<file path="config.mk">
export PLATFORM = sky130hd
export DESIGN_NAME = frame_buf_pp
export DESIGN_NICKNAME = d
export VERILOG_FILES = /design/src/rtl/frame_buf_pp.sv
export SDC_FILE = /design/constraint.sdc
export NUM_CORES = 1
export LEC_CHECK = 0
export ABC_AREA = 0
export ABC_CLOCK_PERIOD_IN_PS = 3100
export CORE_AREA = 8 8 242 244
export CTS_BUF_LIST = sky130_fd_sc_hd__clkbuf_4 sky130_fd_sc_hd__clkbuf_8
export DETAILED_ROUTE_END_ITERATION = 16
export DIE_AREA = 0 0 250 252
export GPL_ROUTABILITY_DRIVEN = 0
export PLACE_DENSITY = 0.76
export SYNTH_ARGS = -nofsm -noshare
export SYNTH_HDL_FRONTEND = slang
export SYNTH_SLANG_ARGS = --single-unit
</file>
<file path="constraint.sdc">
create_clock -name clk -period 3.1 [get_ports clk]
set_input_delay 0.62 -clock clk [delete_from_list [all_inputs] [get_ports clk]]
set_output_delay 0.62 -clock clk [all_outputs]
set_load 0.05 [all_outputs]
</file>
<file path="src/rtl/frame_buf_pp.sv">
// Single-clock ping-pong frame buffer with back-pressure, sticky overflow/underflow
// and frame-done pulses. Define FRAME_BUF_REPEAT_EN to repeat the last frame when starved.
module frame_buf_pp #(
  parameter int unsigned DATA_WIDTH   = 24,
  parameter int unsigned FRAME_PIXELS = 16,
  parameter int unsigned ADDR_WIDTH   = 4
) (
  input  logic                  clk,
  input  logic                  reset,
  input  logic                  wr_en_in,
  input  logic [DATA_WIDTH-1:0] data_in,
  input  logic                  rd_en_in,
  output logic [DATA_WIDTH-1:0] data_out,
  output logic                  rd_valid,
  output logic                  wr_ready,
  output logic                  rd_ready,
  output logic                  wr_bank,
  output logic                  rd_bank,
  output logic                  wr_frame_done,
  output logic                  rd_frame_done,
  output logic                  overflow,
  output logic                  underflow
);

  localparam logic [ADDR_WIDTH-1:0] ADDR_LAST = ADDR_WIDTH'(FRAME_PIXELS - 1);
  localparam logic [ADDR_WIDTH-1:0] ADDR_ONE  = ADDR_WIDTH'(1);

  logic [DATA_WIDTH-1:0] r_mem [2][FRAME_PIXELS];

  logic [1:0]            r_full;
  logic [ADDR_WIDTH-1:0] r_wr_addr;
  logic [ADDR_WIDTH-1:0] r_rd_addr;
  logic                  r_wr_bank;
  logic                  r_rd_bank;
  logic [DATA_WIDTH-1:0] r_data_out;
  logic                  r_rd_valid;
  logic                  r_wr_frame_done;
  logic                  r_rd_frame_done;
  logic                  r_overflow;
  logic                  r_underflow;

  logic                  w_wr_ready;
  logic                  w_rd_ready;
  logic                  w_wr_acc;
  logic                  w_rd_acc;
  logic                  w_wr_last;
  logic                  w_rd_last;
  logic                  w_rd_release;
  logic [1:0]            w_full_d;

  assign w_wr_ready = ~r_full[r_wr_bank];
  assign w_rd_ready = r_full[r_rd_bank];
  assign w_wr_acc   = ~wr_en_in & w_wr_ready;
  assign w_rd_acc   = ~rd_en_in & w_rd_ready;
  assign w_wr_last  = (r_wr_addr == ADDR_LAST);
  assign w_rd_last  = (r_rd_addr == ADDR_LAST);

`ifdef FRAME_BUF_REPEAT_EN
  // Keep the current frame unless the other bank already holds a complete one.
  assign w_rd_release = r_full[~r_rd_bank];
`else
  assign w_rd_release = 1'b1;
`endif

  // Write and read accepts always target different banks, so both updates compose.
  always_comb begin
    w_full_d = r_full;
    if (w_wr_acc && w_wr_last) w_full_d[r_wr_bank] = 1'b1;
    if (w_rd_acc && w_rd_last && w_rd_release) w_full_d[r_rd_bank] = 1'b0;
  end

  always_ff @(posedge clk) begin
    if (w_wr_acc) r_mem[r_wr_bank][r_wr_addr] <= data_in;
  end

  always_ff @(posedge clk) begin
    if (!reset) begin
      r_full          <= 2'b00;
      r_wr_addr       <= '0;
      r_rd_addr       <= '0;
      r_wr_bank       <= 1'b0;
      r_rd_bank       <= 1'b0;
      r_data_out      <= '0;
      r_rd_valid      <= 1'b0;
      r_wr_frame_done <= 1'b0;
      r_rd_frame_done <= 1'b0;
      r_overflow      <= 1'b0;
      r_underflow     <= 1'b0;
    end else begin
      r_full          <= w_full_d;
      r_rd_valid      <= w_rd_acc;
      r_wr_frame_done <= w_wr_acc & w_wr_last;
      r_rd_frame_done <= w_rd_acc & w_rd_last;
      if (~wr_en_in & ~w_wr_ready) r_overflow <= 1'b1;
      if (~rd_en_in & ~w_rd_ready) r_underflow <= 1'b1;

      if (w_wr_acc) begin
        if (w_wr_last) begin
          r_wr_addr <= '0;
          r_wr_bank <= ~r_wr_bank;
        end else begin
          r_wr_addr <= r_wr_addr + ADDR_ONE;
        end
      end

      if (w_rd_acc) begin
        r_data_out <= r_mem[r_rd_bank][r_rd_addr];
        if (w_rd_last) begin
          r_rd_addr <= '0;
          if (w_rd_release) r_rd_bank <= ~r_rd_bank;
        end else begin
          r_rd_addr <= r_rd_addr + ADDR_ONE;
        end
      end
    end
  end

  assign data_out      = r_data_out;
  assign rd_valid      = r_rd_valid;
  assign wr_ready      = w_wr_ready;
  assign rd_ready      = w_rd_ready;
  assign wr_bank       = r_wr_bank;
  assign rd_bank       = r_rd_bank;
  assign wr_frame_done = r_wr_frame_done;
  assign rd_frame_done = r_rd_frame_done;
  assign overflow      = r_overflow;
  assign underflow     = r_underflow;

endmodule

</file>
==> results.md <==
- The final global-route overflow total is 0.
- Static timing analysis puts the maximum clock frequency at between 0.3 and 0.4 GHz.
- The share of the cycle needed by the critical path after routing is 99.1%.
- For this run, the number of standard cells in the final layout without fillers is 2,628.
- The total count of hold-check failures in the final report is 0.
- The core region is around 55,000 µm².
- The max-slew violation count is 0.
- The cell area power density is 586 nW/µm².
- The H-tree level count is 3.
- The sort of element at the end of the critical path is an output port.
- VDD sags by at most between 0.3 and 0.4 mV.
- The transition time at the pin with the least slew margin is about 860 ps.
- The total via count after detailed routing is 16,977.
- The number of antenna diodes is 0.
- The synthesized area divided by synthesized cell count is 19.4 µm².
- The number of nets with antenna violations after detailed routing is 0.
- The number of detailed-route iterations in the first pass is 6.
- The worst setup path is launched from a flop.
- The critical path is of the flop to output port type.
- Counting distinct cell types in the post-synthesis netlist gives 52.
- Across the run, the number of max-cap violations was 0.
- The count of warnings emitted by yosys is 0.
- The worst hold path belongs to the class input port to flop.
- The overall power of the completed layout is around 21 mW.
- The number of clock buffers added by TritonCTS is 120.
- Of the synthesized area, sequential elements account for about three quarters.
- The number of rows created at floorplan is 86.
- No sink is reached through more buffers than the 3 on the longest clock path.
- The TritonCTS clock tree is built.
- The mapped netlist covers roughly 31,000 µm².
- The worst relative slew slack is between 40 and 50%.
- The tightest hold path in the finished design has a slack of between 300 and 400 ps.
- The later pin in the worst-skew pair is clocked with a latency of roughly 740 ps.
- For the worst setup path, the data arrival time is 2450 ps.
- The first-iteration detailed-routing DRC count is between 2,000 and 2,500.
- The area of the die is 63,000 µm².
- In the synthesized netlist the dominant register cell turns out to be edfxtp_1.
- The floorplan step set the die height to approximately 250 µm.
- In the final design database the tool counted between 1,500 and 2,000 nets.
- The worst-case setup margin in the final layout is 28.2 ps.
- The port buffer count is 60.
- The proportion of register bits with asynchronous set or reset after synthesis is 0%.
- The number of instances resized during post-cts repair is 0.
- During I/O placement, the number of pins put on the boundary was between 60 and 70.
- For this block, wires on met1 add up to slightly below 30,000 µm.
- The detailed route wirelength on metal2 is 35,200 µm.
- The sum of negative setup slack is 0 ps.
- The largest fanout of any net on the critical path is 4.
- The width of the chip is approximately 250 µm.
- The setup violation total in the final timing report is 0.
- Counting every instance in the synthesized netlist gives ~1,600.
- The total global-route track usage is about a quarter.
- The per-cell via count in the routed design is 6.46.
- The final routed wirelength across all metal layers is ~75,000 µm.
- Buffers inserted to repair hold after CTS numbered 0.
- The number of remaining DRC errors is 0.
- The final instance area is between 30,000 and 40,000 µm².
- After clock tree synthesis, the clock-pin slew on the worst setup and hold paths is roughly 60 ps.
- The root buffer selected by CTS is clkbuf_8.
- The clock net in this run drives a total of 810 sinks.
- The instance area at placement is 33,700 µm².
- The first global-routing pass estimated 110,000 µm of wire.
- The time the worst path needs with I/O delays and setup is approximately 3100 ps.
- For this configuration, the core starts out at a cell density of 57.6%.
- For the worst setup path, the data required time is between 2000 and 2500 ps.
- The buffer count from post-CTS setup fixing is 0.
- Synthesis inferred between 800 and 900 register bits.
- The length of routed met3 wiring is around 8300 µm.
- In this run the top signal layer used is met4.
- Across the routed clock network, the largest skew measured is 50.8 ps.
- The post-placement worst setup slack is about 340 ps.
- After detailed routing, the average wire length per cell comes to roughly 29 µm.
- Including well taps, the total number of placed cells is around 2,400.
- Summed over all cells, the static leakage comes to ~11 nW.
- The number of nets produced by synthesis is 1,658.
- The post-DP HPWL is roughly 46,000 µm.
- The flow ran to the end, and the final reports show no timing, DRC or antenna violations.
- Counting flops with a built-in enable in the synthesized netlist gives 768.
- The area growth from synthesis to layout is 14.8%.
- The share of final-layout standard cells stronger than drive strength 1 is a little over a quarter.
- The number of global-route vias before repair is 16,904.
- The number of antenna violations at the first check in global routing is 4.
- At the end of the flow the core is filled with cells to roughly 66%.
- Entering global routing, the biggest net connects 46 pins.
- Setup repair after global routing left no endpoint under its margin.
-- cell usage after synthesis, types with 2 or more instances --
cell      instances  area [µm²]
buf_6            19         214
a311oi_2         10         150
a21oi_1          32         160
mux2i_1         142        1420
a32oi_1          23         201
buf_2            27         135
nor2_1           62         233
o211ai_1         23         173
buf_12            2        40.0
or3b_2            2        17.5
buf_4             9        67.6
edfxtp_1        768       23100
and4_1           23         201
o22ai_1          47         294
clkbuf_1         36         135
a311oi_1         13         114
nand3b_1          4        30.0
and2_1            3        18.8
ha_1              5        62.6
and3b_1           2        17.5
mux2_2           47         529
inv_1             8        30.0
or3b_1            2        17.5
buf_1             4        15.0
or3_1             3        18.8
nor4_1           17         106
xnor2_1           5        43.8
a22oi_1          24         180
nand2_1          31         116
buf_8             3        45.0
nand3_1           5        25.0
nor4_2            7        87.6
dfxtp_1          42         841
xor2_1            2        17.5
nor3_1           10        50.1
o21ai_0          50         250
mux4_2           98        2210
-- power by group --
part           leakage, nW  switching, mW  total [mW]  internal, mW
clock network         1.27           3.87        8.65          4.77
logic                 2.42          0.356       0.494         0.139
registers             7.26         0.0177        12.0          12.0
total                 11.0           4.25        21.2          16.9
-- cell type report --
| class | count | area, µm² |
|---|---|---|
| clock inverter | 38 | 325 |
| multi-input combinational | 706 | 7040 |
| tap | 704 | 881 |
| sequential | 810 | 23900 |
| timing repair buffer | 190 | 1870 |
| fill | 3430 | 18500 |
| inverter | 9 | 33.8 |
| clock buffer | 171 | 2080 |
-- flip-flops by register name (all words and copies together), names as in the netlist, 2 cells and up, named ones only --
name and count:
r_mem 768, data_out 24, r_rd_addr 4, r_wr_addr 4, r_full 2
-- per-layer routing --
metal  global-route usage, %  vias up
met1                    33.0     8648
met5                       0        -
met3                    4.82      139
met2                    36.7     1064
met4                    9.11        0
li1                        -     7126
-- kinds of logic after synthesis --
group | count (synthesis) | synth area share (%)
multiplexers | 288 | 13.2
buffers and inverters | 109 | 2.18
XOR/XNOR | 7 | 0.195
adder cells (fa/ha/maj) | 5 | 0.199
flip-flops | 810 | 75.9
AO/OA/AOI/OAI | 228 | 5.03
AND/OR/NAND/NOR | 178 | 3.20
-- worst max-delay path, stage by stage, from the launching register on --
cell,delay [ps]
dfxtp_1,600
mux2i_4,120
inv_1,150
clkdlybuf4s50_1,840
-- placed cells by master (no fill, tap or decap), types with 4 or more instances in the layout --
| cell | instances |
|---|---|
| a21oi_1 | 32 |
| a22oi_1 | 24 |
| a311oi_1 | 13 |
| a311oi_2 | 10 |
| a32oi_1 | 23 |
| and4_1 | 23 |
| buf_12 | 24 |
| buf_4 | 107 |
| bufinv_16 | 6 |
| clkbuf_4 | 44 |
| clkbuf_8 | 127 |
| clkdlybuf4s50_1 | 58 |
| clkinv_1 | 20 |
| clkinv_2 | 10 |
| dfxtp_1 | 39 |
| edfxtp_1 | 768 |
| ha_1 | 5 |
| inv_1 | 8 |
| mux2_2 | 47 |
| mux2i_1 | 141 |
| mux4_2 | 98 |
| nand2_1 | 31 |
| nand3_1 | 5 |
| nand3b_1 | 4 |
| nor2_1 | 34 |
| nor2_2 | 24 |
| nor2_4 | 5 |
| nor3_1 | 6 |
| nor3_4 | 4 |
| nor4_1 | 17 |
| nor4_2 | 7 |
| o211ai_1 | 23 |
| o21ai_0 | 50 |
| o22ai_1 | 47 |
| xnor2_1 | 5 |
-- worst paths after layout --
check | endpoint | from | slack (ps) | cells past startpoint
max reg2reg | data_out[5] | flop | 470 | 5
min | r_full[0] | reset | 390 | 2
max | rd_ready | r_full[1] | 30 | 3
min reg2reg | underflow | underflow | 500 | 2
Note: power is estimated with default switching activity, not from simulation.
